<file path="src/rtl/clk_div_multi.sv">
// rtl/clk_div_multi.sv - multi-channel programmable clock divider
// Shadowed divisors are applied only on a wrap, while disabled, or on sync, so output periods never glitch.
module clk_div_multi #(
  parameter int NCH = 3,
  parameter int W = 28,
  parameter logic [NCH*W-1:0] DIV_DEFAULT = {28'd100000, 28'd1000000, 28'd12500000},
  localparam int CW = (NCH > 1) ? $clog2(NCH) : 1
) (
  input  logic           clock_in,
  input  logic           rst,
  input  logic [NCH-1:0] enable,
  input  logic           sync,
  input  logic           cfg_we,
  input  logic [CW-1:0]  cfg_ch,
  input  logic [W-1:0]   cfg_div,
  output logic [NCH-1:0] clk_out,
  output logic [NCH-1:0] tick,
  output logic [NCH-1:0] cfg_pending,
  output logic           cfg_err
);

  logic [W-1:0]   cnt [NCH];
  logic [W-1:0]   act [NCH];
  logic [W-1:0]   shd [NCH];
  logic [NCH-1:0] pend;
  logic           cfg_ok;
  logic [NCH-1:0] wr_hit;

  assign cfg_ok      = (32'(cfg_ch) < NCH);
  assign cfg_pending = pend;

  always_comb begin
    wr_hit = '0;
    for (int i = 0; i < NCH; i++) begin
      wr_hit[i] = cfg_we && cfg_ok && (32'(cfg_ch) == 32'(i));
    end
  end

  always_ff @(posedge clock_in or negedge rst) begin
    if (!rst) begin
      for (int i = 0; i < NCH; i++) begin
        cnt[i] <= '0;
        act[i] <= DIV_DEFAULT[i*W +: W];
        shd[i] <= DIV_DEFAULT[i*W +: W];
      end
      pend    <= '0;
      clk_out <= '0;
      tick    <= '0;
      cfg_err <= 1'b0;
    end else begin
      cfg_err <= cfg_we && !cfg_ok;
      for (int i = 0; i < NCH; i++) begin
        tick[i] <= 1'b0;
        if (sync) begin
          cnt[i]     <= '0;
          clk_out[i] <= 1'b0;
          if (pend[i]) begin
            act[i]  <= shd[i];
            pend[i] <= 1'b0;
          end
        end else if (!enable[i]) begin
          if (pend[i]) begin
            act[i]  <= shd[i];
            pend[i] <= 1'b0;
          end
        end else if (cnt[i] == act[i]) begin
          cnt[i]     <= '0;
          clk_out[i] <= ~clk_out[i];
          tick[i]    <= 1'b1;
          if (pend[i]) begin
            act[i]  <= shd[i];
            pend[i] <= 1'b0;
          end
        end else begin
          cnt[i] <= cnt[i] + 1'b1;
        end
        // A write lands after any apply above, so it always waits for the next wrap.
        if (wr_hit[i]) begin
          shd[i]  <= cfg_div;
          pend[i] <= 1'b1;
        end
      end
    end
  end

endmodule

</file>
<file path="config.mk">
export PLATFORM = sky130hd
export DESIGN_NAME = clk_div_multi
export DESIGN_NICKNAME = d
export VERILOG_FILES = /design/src/rtl/clk_div_multi.sv
export SDC_FILE = /design/constraint.sdc
export NUM_CORES = 1
export LEC_CHECK = 0
export CORE_MARGIN = 4
export CORE_UTILIZATION = 50
export DETAILED_ROUTE_END_ITERATION = 12
export HOLD_SLACK_MARGIN = 0.15
export PLACE_DENSITY_LB_ADDON = 0.08
export SYNTH_ARGS = -nofsm -noshare
export SYNTH_HDL_FRONTEND = slang
export SYNTH_SLANG_ARGS = --single-unit
</file>
<file path="constraint.sdc">
create_clock -name clock_in -period 6.7 [get_ports clock_in]
set_input_delay 1.005 -clock clock_in [delete_from_list [all_inputs] [get_ports clock_in]]
set_output_delay 1.005 -clock clock_in [all_outputs]
set_load 0.03 [all_outputs]
</file>
==> results.md <==
- Status: finished, final reports clean
- CP endpoint kind: flop
- Final Cycle Share: a little under half
- Critical Path Source: sync
- Mapped Cells: about 1000
- CTS Buf Count: 28
- Maximum clock frequency: approximately 0.32 GHz
- All-Layer GR Usage: approximately 22%
- Core Region: approximately 24000 sq um
- Vias post-DR: 8157
- Post-DRT Antenna Nets: 0
- Initial core utilization: about half
- # setup viols final: 0
- Ratio of cells with drive above 1 in the final layout: between 20% and 30%
- RSZ-0062 raised after global routing: no
- Most common cell after layout, fill and taps aside: dfrtp_1
- Pleak: ~5.6 nW
- Clock buffer depth: 3
- Initial antenna violation count: 0
- Area leader, netlist: dfrtp_1
- Filler cells: 2022
- Pwr dens: around 320 nW/um^2
- Worst path bufs/invs: 2
- Number of global-route vias before repair: 7955
- Post-CTS setup buffer count: 0
- #FFs+latches synth: 262
- Post-synthesis sequential area ratio: a little over half
- Slew of the pin with the lowest slew margin: roughly 1 ns
- Largest net degree at the start of global routing: between 150 and 200
- IO Port Bufs: 46
- Final-report hold violation count: 0
- Min Clock Period, post-route: 3.08 ns
- Cell Area, Synth: roughly 12000 sq um
- GPL Wtd Cong: around 0.85
- CTS tree: done
- Register Area: about 6600 sq um
- Final WL: 28.7 mm
- Place WS: slightly above 3 ns
- Post-CTS sizing: 0
- Wire length of the first global-routing pass: ~46 mm
- Die Wd: about 170 um
- Slew Limit Fails: 0
- Syn avg cell area: ~12 sq um
- Grt ovf: 0
- Yosys warnings: 0
- Commonest cells after routing, fill and taps aside: dfrtp_1 (212), mux2_2 (127), xnor2_1 (84)
- Nets: ~1100
- Count of unique library cells instantiated by Yosys: 52
- Final setup skew: 0.00948 ns
- Clock transition at the registers of the reported paths: 0.07 ns
- TNS Setup: 0 ns
- Die height: ~170 um
- Skew-Pair Late Insertion Delay: about 0.54 ns
- Layout area overhead: 13.3%
- TritonRoute pass-1 iters: 5
- Startpoint types: input pin
- Root Driver: clkbuf_16
- Syn nets: approximately 1100
- Final Worst Setup Slack: approximately 3.6 ns
- WP data required: between 7 and 8 ns
- CP Data Arrival Time: 3.50 ns
- CP max stage delay: between 0.9 and 1 ns
- Clock sinks: 262
- Drt wl/cell: between 20 and 25 um
- I/O pins: 47
- Vias per cell: 5.75
- CP cell instances: clkdlybuf4s50_1, nand2b_1, a21oi_2, nor2b_2, buf_4, mux2_2
- Max cap viols: 0
- Critical path class: in2reg
- H-tree levels: 1
- CP max FO: 20
- Worst IR Drop VDD: around 230 uV
- Rows: between 50 and 60
- Die footprint: 27300 sq um
- Hold Path Class: in2async
- Slew headroom: a little under a third
- Delay-heaviest family, CP: buffers and inverters
- Hold_buf cts: 0
- Initial drt markers: between 600 and 700
- Top cell type's share of synthesized area: 42.9%
- DRC: 0
- HPWL Detailed: between 15 and 20 mm
- Footprint of the multi-input gates: 5420 sq um
- Slowest CP cell: clkdlybuf4s50_1
- Largest cells by area after synthesis: dfrtp_1 (43%), mux2_2 (12%), dfstp_2 (11%)
- Critical R2R Launch: cnt[11]
layer usage:
| layer | global-route usage [%] | share of wire, % |
|---|---|---|
| met5 | 0 | 0 |
| met4 | 3.82 | 1.6 |
| met3 | 2.58 | 4.1 |
| met2 | 33.5 | 46 |
| met1 | 33.2 | 48 |
layout make-up:
cell class                 instances  area share, %
sequential                       262           47.2
multi-input combinational        716           38.7
clock buffer                      42           5.96
timing repair buffer              57           4.00
tap                              324           2.89
clock inverter                    10           1.07
inverter                           6          0.161
antenna                            1         0.0179
power breakdown:
group	internal [W]	switching, W
clock network	0.00101	0.000625
registers	0.00194	0.000220
logic	0.000369	0.000270
cell families (layout without fill, tap and decap cells):
| group | Yosys count | in the layout | synth area share (%) |
|---|---|---|---|
| AO/OA/AOI/OAI | 138 | 138 | 7.82 |
| XOR/XNOR | 87 | 87 | 6.16 |
| adder cells (fa/ha/maj) | 3 | 3 | 0.303 |
| buffers and inverters | 65 | 115 | 2.81 |
| flip-flops | 262 | 262 | 53.5 |
| multiplexers | 177 | 177 | 16.0 |
| other | 0 | 1 | 0 |
| AND/OR/NAND/NOR | 311 | 311 | 13.4 |
cell usage after synthesis, drive strengths merged:
library cell / n
a21o: 9
nor3b: 1
o21a: 1
nand4: 43
nor4b: 1
a211oi: 5
clkbuf: 28
buf: 31
xnor2: 84
ha: 3
nor3: 11
or2: 5
nor2b: 4
a22o: 11
o31ai: 3
inv: 6
nand3b: 2
nand3: 75
mux2: 168
nand2b: 12
or3b: 1
a41oi: 4
nand2: 70
and2: 5
xor2: 3
nor2: 39
o311ai: 29
and3: 26
a21oi: 36
o21ai: 20
nor4: 5
dfstp: 50
and4: 6
or3: 5
a31oi: 12
dfrtp: 212
a221o: 8
mux2i: 9
path summary, 6_finish.rpt:
kind | end | slack (ns) | cells after the start
min in group clock_in | act[72] | 0.49 | 1
min | cnt[18] | 0.48 | 1
max reg2reg | act[6] | 3.83 | 7
min reg2reg | act[72] | 0.49 | 1
max in group asynchronous | cnt[59] | 4.86 | 2
max | act[6] | 3.62 | 6
metrics by stage:
| stage | power (W) | instance area (sq um) | utilization, % | hold WS [ns] | instances |
|---|---|---|---|---|---|
| after floorplan | 0.00259 | 12400 | - | 0.459 | 1043 |
| final | 0.00443 | 14000 | 57.6 | 0.482 | 1418 |
| after global placement | 0.00281 | 13000 | 53.6 | 0.465 | 1365 |
| after global routing | 0.00464 | 14000 | 57.6 | 0.495 | 1417 |
| after detailed placement | 0.00283 | 13000 | 53.6 | 0.476 | 1365 |
| after CTS | 0.00449 | 14000 | 57.6 | 0.489 | 1417 |
state kept, by name, summed over array words and instances, names as in the netlist:
register	cells
cnt	84
tick	3
shd	84
act	84
clk_out	3
cfg_err	1
cfg_pending	3
worst register-to-register path: stages (launching register included):
cell     delay [ns]
dfrtp_1        0.44
xnor2_1        0.34
nand4_1        0.21
nor4_4         0.46
a21oi_2        0.12
nor2b_2        0.43
buf_4          0.38
mux2_2         0.38
No activity file was read; power rests on OpenSTA's default activity.
